==> src/rtl/vc_fifo.sv <==
// vc_fifo: NUM_VC independent circular FIFOs sharing one write port and one
// read port, each steered by a VC index. Occupancy and flags are decoded from
// the registered pointers; data_o and error_o are combinational.
module vc_fifo #(
  parameter int NUM_VC    = 3,
  parameter int SLOTS     = 4,
  parameter int WIDTH     = 34,
  parameter int AFULL_THR = 3,
  localparam int VC_W     = (NUM_VC > 1) ? $clog2(NUM_VC) : 1,
  localparam int OCUP_W   = $clog2(SLOTS) + 1
) (
  input  logic                     clk,
  input  logic                     arst,
  input  logic                     write_i,
  input  logic [VC_W-1:0]          write_vc_i,
  input  logic [WIDTH-1:0]         data_i,
  input  logic                     read_i,
  input  logic [VC_W-1:0]          read_vc_i,
  input  logic [NUM_VC-1:0]        flush_i,
  output logic [WIDTH-1:0]         data_o,
  output logic [NUM_VC-1:0]        empty_o,
  output logic [NUM_VC-1:0]        full_o,
  output logic [NUM_VC-1:0]        afull_o,
  output logic [NUM_VC*OCUP_W-1:0] ocup_o,
  output logic                     error_o
);

  localparam int IDX_W = $clog2(SLOTS);
  typedef logic [OCUP_W-1:0] ptr_t;

  // Pointers differ only in the wrap bit when the queue is full.
  localparam ptr_t FULL_XOR = ptr_t'({1'b1, {IDX_W{1'b0}}});
  localparam logic [VC_W:0] NUM_VC_L = (VC_W+1)'(NUM_VC);
  localparam ptr_t AFULL_L = ptr_t'(AFULL_THR);

  ptr_t wptr_q [NUM_VC];
  ptr_t wptr_d [NUM_VC];
  ptr_t rptr_q [NUM_VC];
  ptr_t rptr_d [NUM_VC];
  ptr_t ocup_s [NUM_VC];

  // Flit storage is deliberately not reset; the pointers define validity.
  logic [WIDTH-1:0] mem_q [NUM_VC][SLOTS];

  logic [NUM_VC-1:0] empty_s;
  logic [NUM_VC-1:0] full_s;
  logic              wr_vld_s;
  logic              rd_vld_s;
  logic [VC_W-1:0]   wr_sel_s;
  logic [VC_W-1:0]   rd_sel_s;
  logic              same_s;
  logic              rd_ok_s;
  logic              wr_ok_s;
  logic              error_s;
  logic [WIDTH-1:0]  data_s;

  // Decode per-VC status from the registered pointers only.
  always_comb begin
    for (int v = 0; v < NUM_VC; v++) begin
      ocup_s[v]  = wptr_q[v] - rptr_q[v];
      empty_s[v] = (wptr_q[v] == rptr_q[v]);
      full_s[v]  = ((wptr_q[v] ^ rptr_q[v]) == FULL_XOR);
    end
  end

  // Validate VC indices; invalid ones are steered to VC0 and gated by *_vld_s.
  always_comb begin
    wr_vld_s = ({1'b0, write_vc_i} < NUM_VC_L);
    rd_vld_s = ({1'b0, read_vc_i} < NUM_VC_L);
    if (wr_vld_s) begin
      wr_sel_s = write_vc_i;
    end else begin
      wr_sel_s = '0;
    end
    if (rd_vld_s) begin
      rd_sel_s = read_vc_i;
    end else begin
      rd_sel_s = '0;
    end
    same_s = wr_vld_s & rd_vld_s & (write_vc_i == read_vc_i);
  end

  // Accept/reject decisions, error flag and read data for this cycle.
  always_comb begin
    rd_ok_s = read_i & rd_vld_s & ~empty_s[rd_sel_s] & ~flush_i[rd_sel_s];
    // A full VC still accepts a write when the same VC pops this cycle.
    wr_ok_s = write_i & wr_vld_s & ~flush_i[wr_sel_s] &
              (~full_s[wr_sel_s] | (rd_ok_s & same_s));
    // Requests hitting a VC under flush are dropped without error.
    error_s = (write_i & (~wr_vld_s |
                          (~flush_i[wr_sel_s] & full_s[wr_sel_s] & ~(rd_ok_s & same_s)))) |
              (read_i  & (~rd_vld_s |
                          (~flush_i[rd_sel_s] & empty_s[rd_sel_s])));
    if (rd_vld_s & ~empty_s[rd_sel_s]) begin
      data_s = mem_q[rd_sel_s][rptr_q[rd_sel_s][IDX_W-1:0]];
    end else begin
      data_s = '0;
    end
  end

  // Next pointer values: flush wins over any accepted write or read.
  always_comb begin
    for (int v = 0; v < NUM_VC; v++) begin
      wptr_d[v] = wptr_q[v];
      rptr_d[v] = rptr_q[v];
      if (flush_i[v]) begin
        wptr_d[v] = '0;
        rptr_d[v] = '0;
      end else begin
        if (wr_ok_s && (wr_sel_s == VC_W'(v))) begin
          wptr_d[v] = wptr_q[v] + ptr_t'(1);
        end else begin
          wptr_d[v] = wptr_q[v];
        end
        if (rd_ok_s && (rd_sel_s == VC_W'(v))) begin
          rptr_d[v] = rptr_q[v] + ptr_t'(1);
        end else begin
          rptr_d[v] = rptr_q[v];
        end
      end
    end
  end

  // Pointer registers, cleared asynchronously.
  always_ff @(posedge clk or posedge arst) begin
    if (arst) begin
      for (int v = 0; v < NUM_VC; v++) begin
        wptr_q[v] <= '0;
        rptr_q[v] <= '0;
      end
    end else begin
      for (int v = 0; v < NUM_VC; v++) begin
        wptr_q[v] <= wptr_d[v];
        rptr_q[v] <= rptr_d[v];
      end
    end
  end

  // Flit storage write on an accepted write.
  always_ff @(posedge clk) begin
    if (wr_ok_s) begin
      mem_q[wr_sel_s][wptr_q[wr_sel_s][IDX_W-1:0]] <= data_i;
    end
  end

  // Pack per-VC status onto the output ports, VC0 in the LSBs.
  always_comb begin
    ocup_o = '0;
    for (int v = 0; v < NUM_VC; v++) begin
      ocup_o[v*OCUP_W +: OCUP_W] = ocup_s[v];
      afull_o[v] = (ocup_s[v] >= AFULL_L);
    end
  end

  assign empty_o = empty_s;
  assign full_o  = full_s;
  assign data_o  = data_s;
  assign error_o = error_s;

endmodule

==> config.mk <==
export PLATFORM = sky130hd
export DESIGN_NAME = vc_fifo
export DESIGN_NICKNAME = d
export VERILOG_FILES = /design/src/rtl/vc_fifo.sv
export SDC_FILE = /design/constraint.sdc
export NUM_CORES = 1
export LEC_CHECK = 0
export ABC_AREA = 1
export ABC_CLOCK_PERIOD_IN_PS = 10380
export CAP_MARGIN = 5
export CORE_MARGIN = 4
export CORE_UTILIZATION = 55
export CTS_CLUSTER_SIZE = 20
export DETAILED_ROUTE_END_ITERATION = 8
export GPL_ROUTABILITY_DRIVEN = 0
export GPL_TIMING_DRIVEN = 0
export PLACE_DENSITY = 0.79
export SKIP_LAST_GASP = 1
export SYNTH_ARGS = -nofsm -noshare
export SYNTH_HDL_FRONTEND = slang
export SYNTH_SLANG_ARGS = --single-unit
==> constraint.sdc <==
create_clock -name clk -period 10.38 [get_ports clk]
set_input_delay 2.076 -clock clk [delete_from_list [all_inputs] [get_ports clk]]
set_output_delay 2.076 -clock clk [all_outputs]
set_load 0.02 [all_outputs]
Yosys cells after proc, flatten, opt, wreduce, memory -nomap -nowiden
Memories as Yosys holds them, arrays and structs flattened.
Cells that the tools add are included.
- add/sub/neg operators: 9
- multiply operators: 0
- divide/modulo/power cells: 0
- $lt $le $gt $ge: 12
- equality and inequality tests: 11
- shift-type cells: 0
- mux-type cells: 36
- bitwise gates (word level): 33
- reductions and logical operators: 15
- operators by type and width (operator ; count):
    $mux W136 ; 1
    $mux W34 ; 4
    $bmux W34 S2 ; 1
    $demux W34 S2 ; 1
    $mux W3 ; 12
    $add A3 B1 Y3 const B ; 6
    $and A1 B1 Y1 ; 15
    $bmux W3 S2 ; 2
    $ge A3 B3 Y1 const B ; 4
    $mux W2 ; 6
    $not A2 Y3 ; 4
    $reduce_bool A2 Y1 ; 6
    $eq A3 B3 Y1 ; 3
    $eq A3 B3 Y1 const B ; 3
    $ge A3 B2 Y1 const B ; 3
    $sub A3 B3 Y3 ; 3
    $xor A3 B3 Y3 ; 3
    $bmux W1 S2 ; 4
    $logic_and A1 B1 Y1 ; 7
    $not A1 Y1 ; 7
    $lt A2 B3 Y1 const B ; 2
    $mux W1 ; 5
    $eq A2 B1 Y1 const B ; 2
    $eq A2 B2 Y1 const B ; 2
    5 further kinds ; 10
- register bits: 18
- bits in latches: 0
- RAM bits: 408
- bits in read-only memories: 0
- input bits: 45
- memories: 1
- memory list (memory ; words ; bits a word ; read ports ; clocked after memory_dff ; write ports ; line ; text):
    mem_q ; 3 ; 136 ; 1 ; 0 ; 1 ; 43 ; logic [WIDTH-1:0] mem_q [NUM_VC][SLOTS];

Depth between registers and ports, before layout
Gate-level depths: netlist of run 1.
- word-level depth: 13
- mapped depth: 14
- depth with buffers taken out: 13

Worst setup path after synthesis of run 1
OpenSTA, ideal clock, no wires.
- path type: in2out
- from: input read_vc_i[0]
- to: output data_o[0]
- data arrival time: 3625 ps
- data required time: 8304 ps
- setup slack: 4679 ps
- stages on the path: 10
- buffers on the path: 3
- cells stage by stage: inv_1 ha_1 buf_6 inv_4 buf_2 clkbuf_1 nor2_1 a31oi_1 a21oi_1 a21oi_1
- cells in the longest elaborated chain, start to end: 11
- RTL lines (element ; line ; text):
    from (decl) ; 18 ; input logic [VC_W-1:0] read_vc_i,
    $lt A2 B2 Y1 ; 69 ; rd_vld_s = ({1'b0, read_vc_i} < NUM_VC_L);
    $mux W2 ; 75 ; if (rd_vld_s) begin
    $not A2 Y3 (implied by the code) ; 95 ; data_s = mem_q[rd_sel_s][rptr_q[rd_sel_s][IDX_W-1:0]];
    $bmux W3 S2 ; 95 ;
    $mux W2 (implied by the code) (2 in series) ; 95 ;
    $not A2 Y3 (implied by the code) ; 95 ;
    $bmux W34 S2 ; 95 ;
    $mux W34 (implied by the code) (2 in series) ; 95 ;
    $mux W34 (*) ; 94 ; if (rd_vld_s & ~empty_s[rd_sel_s]) begin
    to (decl) ; 20 ; output logic [WIDTH-1:0] data_o,
Mark *: on every way between the ends. The rest lies on a longest branch, timed or not. The select of a mux whose other input is x is not followed.

Worst setup path in the final report of run 1
- from: input read_vc_i[0]
- to: output data_o[12]
Same word-level chain as after synthesis.

==> summary.md, run 1 <==
| Metric | Value |
|---|---|
| Clock Sink Count | 426 |
| Num CTS Buffers | 42 |
| I/O Buffers | 97 |
| CP Capture Type | primary output |
| Diode count | 0 |
| Vias in the first global route | 12,170 |
| Longest Clk Path Bufs | 3 |
| Remaining global-route overflow | 0 |
| DIE HEIGHT | 188.2 µm |
| Initial antenna violation count | 1 |
| Status | finished, final reports clean |
| Peak VDD IR | 169.2 µV |
| CTS tree | built |
| Synth warnings | 0 |
| Filler Cell Count | 2,186 |
| Pre-antenna DRT Iters | 6 |
| Layout Nets | 1,659 |
| Placed insts | 1,980 |
| Multi-input logic area | 4556 µm² |
| TNS Setup | 0 ns |
| Netlist Area Pre-Place | 17,850 µm² |
| Sequential element share of the synthesized area | 71.15% |
| I/O pin count | 98 |
| H-tree levels | 2 |
| Mean Syn Cell Area | 12.43 µm² |
| Pwr dens | 190.4 nW/µm² |
| Routed Wire Length | 47,040 µm |
| EDFF count, synth | 408 |
| CP Data Required Time | 8.30 ns |
| Total track usage | 25.79% |
| Startpoint types | primary input |
| Syn_nets | 1,506 |
| Crit Path Max Fanout | 10 |
| DR vias/cell | 6.068 |
| Most used cell, CP | clkdlybuf4s50_1 |
| Row cnt | 65 |
| Worst Path Arrival | 5.50 ns |
| Minimum hold slack | 0.5866 ns |
| Leak pwr | 7.580 nW |
| Post-synthesis cell count | 1,436 |
| Least-Margin Pin Slew | 0.8360 ns |
| Min Clock Period, post-route | 7.576 ns |
| Drt wl/cell | 22.93 µm |
| DRT iter0 DRCs | 1,400 |
| Ratio of cells with drive above 1 in the final layout | 10.20% |
| Initial Utilization | 56.14% |
| Worst min-delay path class | register to register |
| Ys async rst share | 4.225% |
| Crit path largest cell delay | 0.65 ns |
| Final setup vio count | 0 |
| WS Path Type | primary input to primary output |
| # DRC | 0 |
| Core footprint | 31,800 µm² |
| Worst slew margin | 44.26% |
| CP max stage cell | clkdlybuf4s50_1 |
| First-pass GRT wire length | 70,340 µm |
| Post-route ant nets | 0 |
| Hold_buf cts | 0 |
| Largest net degree at the start of global routing | 24 |
| CTS clk-pin slew, worst paths | 0.06 ns |
| Clk root buf | clkbuf_16 |
| Yosys reg bits | 426 |
| RSZ-0062 raised after global routing | no |
| Max Fclk | 132.0 MHz |
| CTS resizes | 0 |
| Distinct cells, synth | 37 |
| Clock latency on the worst-skew pair | 0.53 ns |
| Max_cap viols | 0 |
| Post-route insts no fill | 2,052 |
| Tcrit/Tclk final | 72.99% |
| Setup bufs post-CTS | 0 |
| Post-DP HPWL | 29,520 µm |
| FF+latch area | 12,700 µm² |
| CP cell instances | clkdlybuf4s50_1 > inv_1 > ha_1 > buf_6 > inv_4 > buf_2 > buf_1 > o211ai_1 > nand3_1 > nand2_1 > a21oi_1 > clkdlybuf4s50_1 |
| Post-Route Skew | 0.01518 ns |
| Design Power | 4.018 mW |
| Via count | 12,450 |
| Core Util, Final | 66.37% |
| P&R area growth vs syn | 18.21% |
| Die ar. | 35,410 µm² |
| Max-slew violations | 0 |
| Die X | 188.2 µm |
| Ys flop type | edfxtp_1 |
| Final hold vios | 0 |
## Yosys cell counts, types with 7 or more instances
master	number	area share, %
edfxtp_1	408	69
nand2_1	359	7.5
nand3_1	164	4.6
o211ai_1	89	3.7
a21oi_1	72	2.0
nor2_1	70	1.5
inv_1	49	1.0
buf_2	44	1.2
a31oi_1	33	1.2
clkbuf_1	22	0.46
ha_1	22	1.5
dfrtp_1	18	2.5
o211ai_2	10	0.70
o21ai_0	9	0.25
buf_1	7	0.15
buf_6	7	0.44
xor2_1	7	0.34
## area by class of cell
class                   count  area share [%]
well taps                 435           2.579
multi-input cells         868           21.59
repair buffers            109           5.881
clock buffers              50           5.223
clock inverters            22           1.292
inverters                  56           1.032
flip-flops and latches    426           60.19
plain buffers              86           2.217
## layout by cell type, fill, tap and decap left out, drive strengths merged, types with 3 or more instances in the layout
| master | instances |
|---|---|
| o311ai | 4 |
| clkinv | 16 |
| o211ai | 99 |
| a21o | 3 |
| ha | 22 |
| clkbuf | 72 |
| dfrtp | 18 |
| bufinv | 6 |
| a31oi | 33 |
| clkdlybuf4s50 | 97 |
| xnor2 | 3 |
| fa | 3 |
| o21ai | 13 |
| a21oi | 72 |
| inv | 55 |
| edfxtp | 408 |
| xor2 | 7 |
| nor2 | 72 |
| nand3 | 164 |
| buf | 76 |
| nand2 | 363 |
## power breakdown
group          leakage (nW)  total (mW)  switching, mW  internal (mW)
clock network         0.674        1.53          0.622          0.907
registers              3.92        1.93         0.0154           1.92
logic                  2.99       0.558          0.356          0.202
total                  7.58        4.02          0.993           3.02
## worst paths after layout
path                               from      endpoint  slack [ns]  cells after the start
hold / removal                wptr_q[6]     wptr_q[6]        0.59                      2
setup reg to reg              rptr_q[7]  mem_q[0][97]        6.99                     14
max in group asynchronous          arst     rptr_q[1]        7.95                      2
hold reg to reg               wptr_q[6]     wptr_q[6]        0.59                      2
min in group asynchronous          arst     wptr_q[7]        1.97                      2
setup / recovery           read_vc_i[0]    data_o[12]        2.80                     12
## critical path: cells and delay by family
family,cells,cell delay (ns)
buf+inv,7,2.53
simple gates,2,0.23
fa+ha+maj,1,0.21
compound gates,2,0.44
## sequential cells by signal, indices dropped and copies added (netlist names)
| signal | flops |
|---|---|
| rptr_q | 9 |
| wptr_q | 9 |
| mem_q | 408 |
## logic make-up (layout without fill, tap and decap cells)
group                      after synthesis  in the layout  synth area share (%)
and+or+nand+nor                        603            603                 14.07
adders and majority gates               25             25                 1.878
buffers and inverters                  142            323                 3.841
AOI/OAI and AO/OA                      230            230                 8.571
DFF                                    426            426                 71.15
xor gates and xnor gates                10             10                0.4906
## per-layer routing
metal	GRT usage, %	routed length (µm)
met4	10.11	1673
met1	34.37	17570
met3	3.927	4930
met2	43.19	22870
met5	0	0
## stage by stage
step | cell area, µm² | setup WS [ns]
6_report | 21100 | 2.804
5_1_grt | 21100 | 2.685
4_1_cts | 21100 | 2.891
3_5_place_dp | 19730 | 2.914
3_3_place_gp | 19370 | 2.857
2_1_floorplan | 17850 | 4.679
Note: power is estimated with default switching activity, not from simulation.
==> inputs of run 2 (changes only) <==
--- a/config.mk
+++ b/config.mk
@@ -6,7 +6,7 @@
 export NUM_CORES = 1
 export LEC_CHECK = 0
 export ABC_AREA = 1
-export ABC_CLOCK_PERIOD_IN_PS = 10380
+export ABC_CLOCK_PERIOD_IN_PS = 7500
 export CAP_MARGIN = 5
 export CORE_MARGIN = 4
 export CORE_UTILIZATION = 55
==> constraint.sdc (replaced) <==
create_clock -name clk -period 7.5 [get_ports clk]
set_input_delay 1.5 -clock clk [delete_from_list [all_inputs] [get_ports clk]]
set_output_delay 1.5 -clock clk [all_outputs]
set_load 0.02 [all_outputs]
==> results of run 2 <==
The final DEF is identical to that of run 1. Status: finished, final reports clean.
Main changes from that run: setup slack after placement 2.914 ns -> 1.186 ns; setup slack after layout 2.804 ns -> 1.076 ns; register-to-register setup slack 6.99 ns -> 4.11 ns; total power 4.018 mW -> 5.561 mW; worst IR drop on VDD 169.2 µV -> 234.2 µV
==> inputs of run 3 (changes only) <==
--- a/config.mk
+++ b/config.mk
@@ -7,14 +7,15 @@
 export LEC_CHECK = 0
 export ABC_AREA = 1
 export ABC_CLOCK_PERIOD_IN_PS = 7500
-export CAP_MARGIN = 5
+export CAP_MARGIN = 10
 export CORE_MARGIN = 4
 export CORE_UTILIZATION = 55
 export CTS_CLUSTER_SIZE = 20
 export DETAILED_ROUTE_END_ITERATION = 8
 export GPL_ROUTABILITY_DRIVEN = 0
-export GPL_TIMING_DRIVEN = 0
+export GPL_TIMING_DRIVEN = 1
 export PLACE_DENSITY = 0.79
+export REMOVE_ABC_BUFFERS = 1
 export SKIP_LAST_GASP = 1
 export SYNTH_ARGS = -nofsm -noshare
 export SYNTH_HDL_FRONTEND = slang
==> run 3 against run 2 <==
  * Utilization shrank 1.4 points
  * Count of clock-buffer cells in the layout grew 2
  * Sequential cell count is the same
  * Via count shrank 5.1%
  * Clock skew grew 0.0079 ns
  * Sequential share of layout area grew 1.3 points
  * Non-clock buffer count shrank 70
  * Cell count shrank 3.1%
  * Die area is the same
  * Global-route usage shrank 2.5 points
  * Largest cell class unchanged
==> summary.md, run 3 (synthesis gave the netlist of run 1 again) <==
| Metric | Value |
|---|---|
| Initial antenna violation count | 0 |
| I/O Buffers | 97 |
| Largest net degree at the start of global routing | 210 |
| Leading cell type in the layout, fill and taps excluded | edfxtp_1 |
| Startpoint types | primary input |
| Worst min-delay path class | register to register |
| Clk root buf | clkbuf_16 |
| CTS clk-pin slew, worst paths | 0.06 ns |
| Max-slew violations | 0 |
| Post-route ant nets | 0 |
| CTS resizes | 0 |
| Row cnt | 65 |
| Initial Utilization | 56.14% |
| Clock Sink Count | 426 |
| Vias in the first global route | 11,870 |
| Worst slew margin | 27.81% |
| Max reg flops | 408 |
| Design Power | 5.543 mW |
| Core footprint | 31,800 µm² |
| Via count | 11,820 |
| Max_cap viols | 0 |
| Final setup vio count | 0 |
| I/O pin count | 98 |
| Met3 Wirelength | 3226 µm |
| Least-Margin Pin Slew | 1.083 ns |
| Pwr dens | 268.1 nW/µm² |
| CP cell instances | clkdlybuf4s50_1 > inv_1 > ha_1 > inv_8 > nor2_8 > inv_2 > o21a_2 > inv_6 > buf_4 > o211ai_1 > nand3_1 > nand2_1 > a21oi_1 > clkdlybuf4s50_1 |
| Crit path max-delay family | buffers and inverters |
| Drt wl/cell | 20.96 µm |
| Routed Wire Length | 41,660 µm |
| DP Worst Slack | 0.9543 ns |
| Max Fclk | 152.2 MHz |
| Die ar. | 35,410 µm² |
| Leak pwr | 7.383 nW |
| Crit Path Max Fanout | 44 |
| Clock latency on the worst-skew pair | 0.55 ns |
| Placed insts | 1,910 |
| Total track usage | 23.24% |
| WL met2 | 21,080 µm |
| RSZ-0062 raised after global routing | no |
| Peak VDD IR | 222.0 µV |
| Routed met1 length | 16,250 µm |
| Status | finished, final reports clean |
| Die X | 188.2 µm |
| Longest Clk Path Bufs | 3 |
| Hold_buf cts | 0 |
| Max layer used | met4 |
| Crit path largest cell delay | 0.64 ns |
| Remaining global-route overflow | 0 |
| Setup bufs post-CTS | 0 |
| WP buf/inv | 7 |
| WS Path Type | primary input to primary output |
| P&R area growth vs syn | 15.80% |
| Post-Route Skew | 0.02305 ns |
| Tcrit/Tclk final | 87.62% |
| CP max stage cell | clkdlybuf4s50_1 |
| Post-DP HPWL | 23,030 µm |
| DIE HEIGHT | 188.2 µm |
| Area after DPL | 19,260 µm² |
| CP Data Required Time | 6.00 ns |
| Min Clock Period, post-route | 6.572 ns |
| DR vias/cell | 5.946 |
| Final instance area | 20,670 µm² |
| First-pass GRT wire length | 65,130 µm |
| Post-route insts no fill | 1,988 |
| Layout Nets | 1,589 |
| Most used cell, CP | clkdlybuf4s50_1 |
| CP Capture Type | primary output |
| H-tree levels | 2 |
| # DRC | 0 |
| Pre-antenna DRT Iters | 5 |
| Commonest non-fill, non-tap cells in the layout | 408 x edfxtp_1, 359 x nand2_1, 164 x nand3_1 |
| CTS tree | built |
| Ratio of cells with drive above 1 in the final layout | 8.441% |
| Num CTS Buffers | 42 |
| Final hold vios | 0 |
| DRT iter0 DRCs | 1,277 |
| Worst Path Arrival | 5.07 ns |
| Final setup margin | 0.9283 ns |
==> run 3: changes by cell type in the layout (fill, tap and decap cells not counted), moves of 4 or more <==
cell	delta
buf_1	-7
buf_12	-5
buf_16	-4
buf_2	-44
buf_4	+21
buf_6	-7
clkbuf_1	-20
clkinv_2	+4
==> run 3: final cells by class <==
| class | instances | area [µm²] |
|---|---|---|
| Sequential cell | 426 | 12700 |
| Fill cell | 2212 | 11130 |
| Multi-Input combinational cell | 868 | 4571 |
| Timing Repair Buffer | 125 | 1219 |
| Clock buffer | 52 | 1110 |
| Tap cell | 435 | 544.3 |
| Clock inverter | 25 | 300.3 |
| Inverter | 56 | 225.2 |
| Antenna cell | 1 | 2.502 |
==> run 3: path summary, 6_finish.rpt <==
path / depth (start not counted) / end / slack [ns] / start
max in group asynchronous: 2 / rptr_q[6] / 5.66 / arst
min in group asynchronous: 2 / rptr_q[7] / 1.38 / arst
worst max register to register: 14 / mem_q[1][51] / 4.01 / rptr_q[4]
worst min-delay path: 2 / wptr_q[8] / 0.58 / wptr_q[8]
worst max-delay path: 14 / data_o[31] / 0.93 / read_vc_i[0]
worst min register to register: 2 / wptr_q[8] / 0.58 / wptr_q[8]
==> run 3: where the power goes <==
group	switching (mW)	total [mW]	leakage (nW)	internal, mW
sequential	0.0203	2.67	3.92	2.65
clock	0.885	2.15	0.696	1.27
combinational	0.454	0.717	2.77	0.263
==> run 3: layer usage <==
layer | vias to the layer above | track usage (%)
met5 | - | 0
met2 | 580 | 40.01
met3 | 87 | 3.557
met4 | 0 | 7.820
met1 | 5785 | 30.55
li1 | 5368 | -
==> run 3: per-stage QoR <==
step / TNS [ns] / hold WS (ns) / utilization (%)
floorplan: -576.77 / 0.5258 / -
global placement: 0 / 0.5535 / 60.57
detailed placement: 0 / 0.5687 / 60.57
CTS: 0 / 0.5844 / 65.00
global route: 0 / 0.6241 / 65.00
finish: 0 / 0.5791 / 65.01
==> run 3: worst register-to-register path, delay by kind of cell (launching register included) <==
| kind | cells | cell delay, ns |
|---|---|---|
| fa+ha+maj | 1 | 0.27 |
| buf+inv | 3 | 0.72 |
| flops | 1 | 0.38 |
| simple gates | 10 | 1.77 |
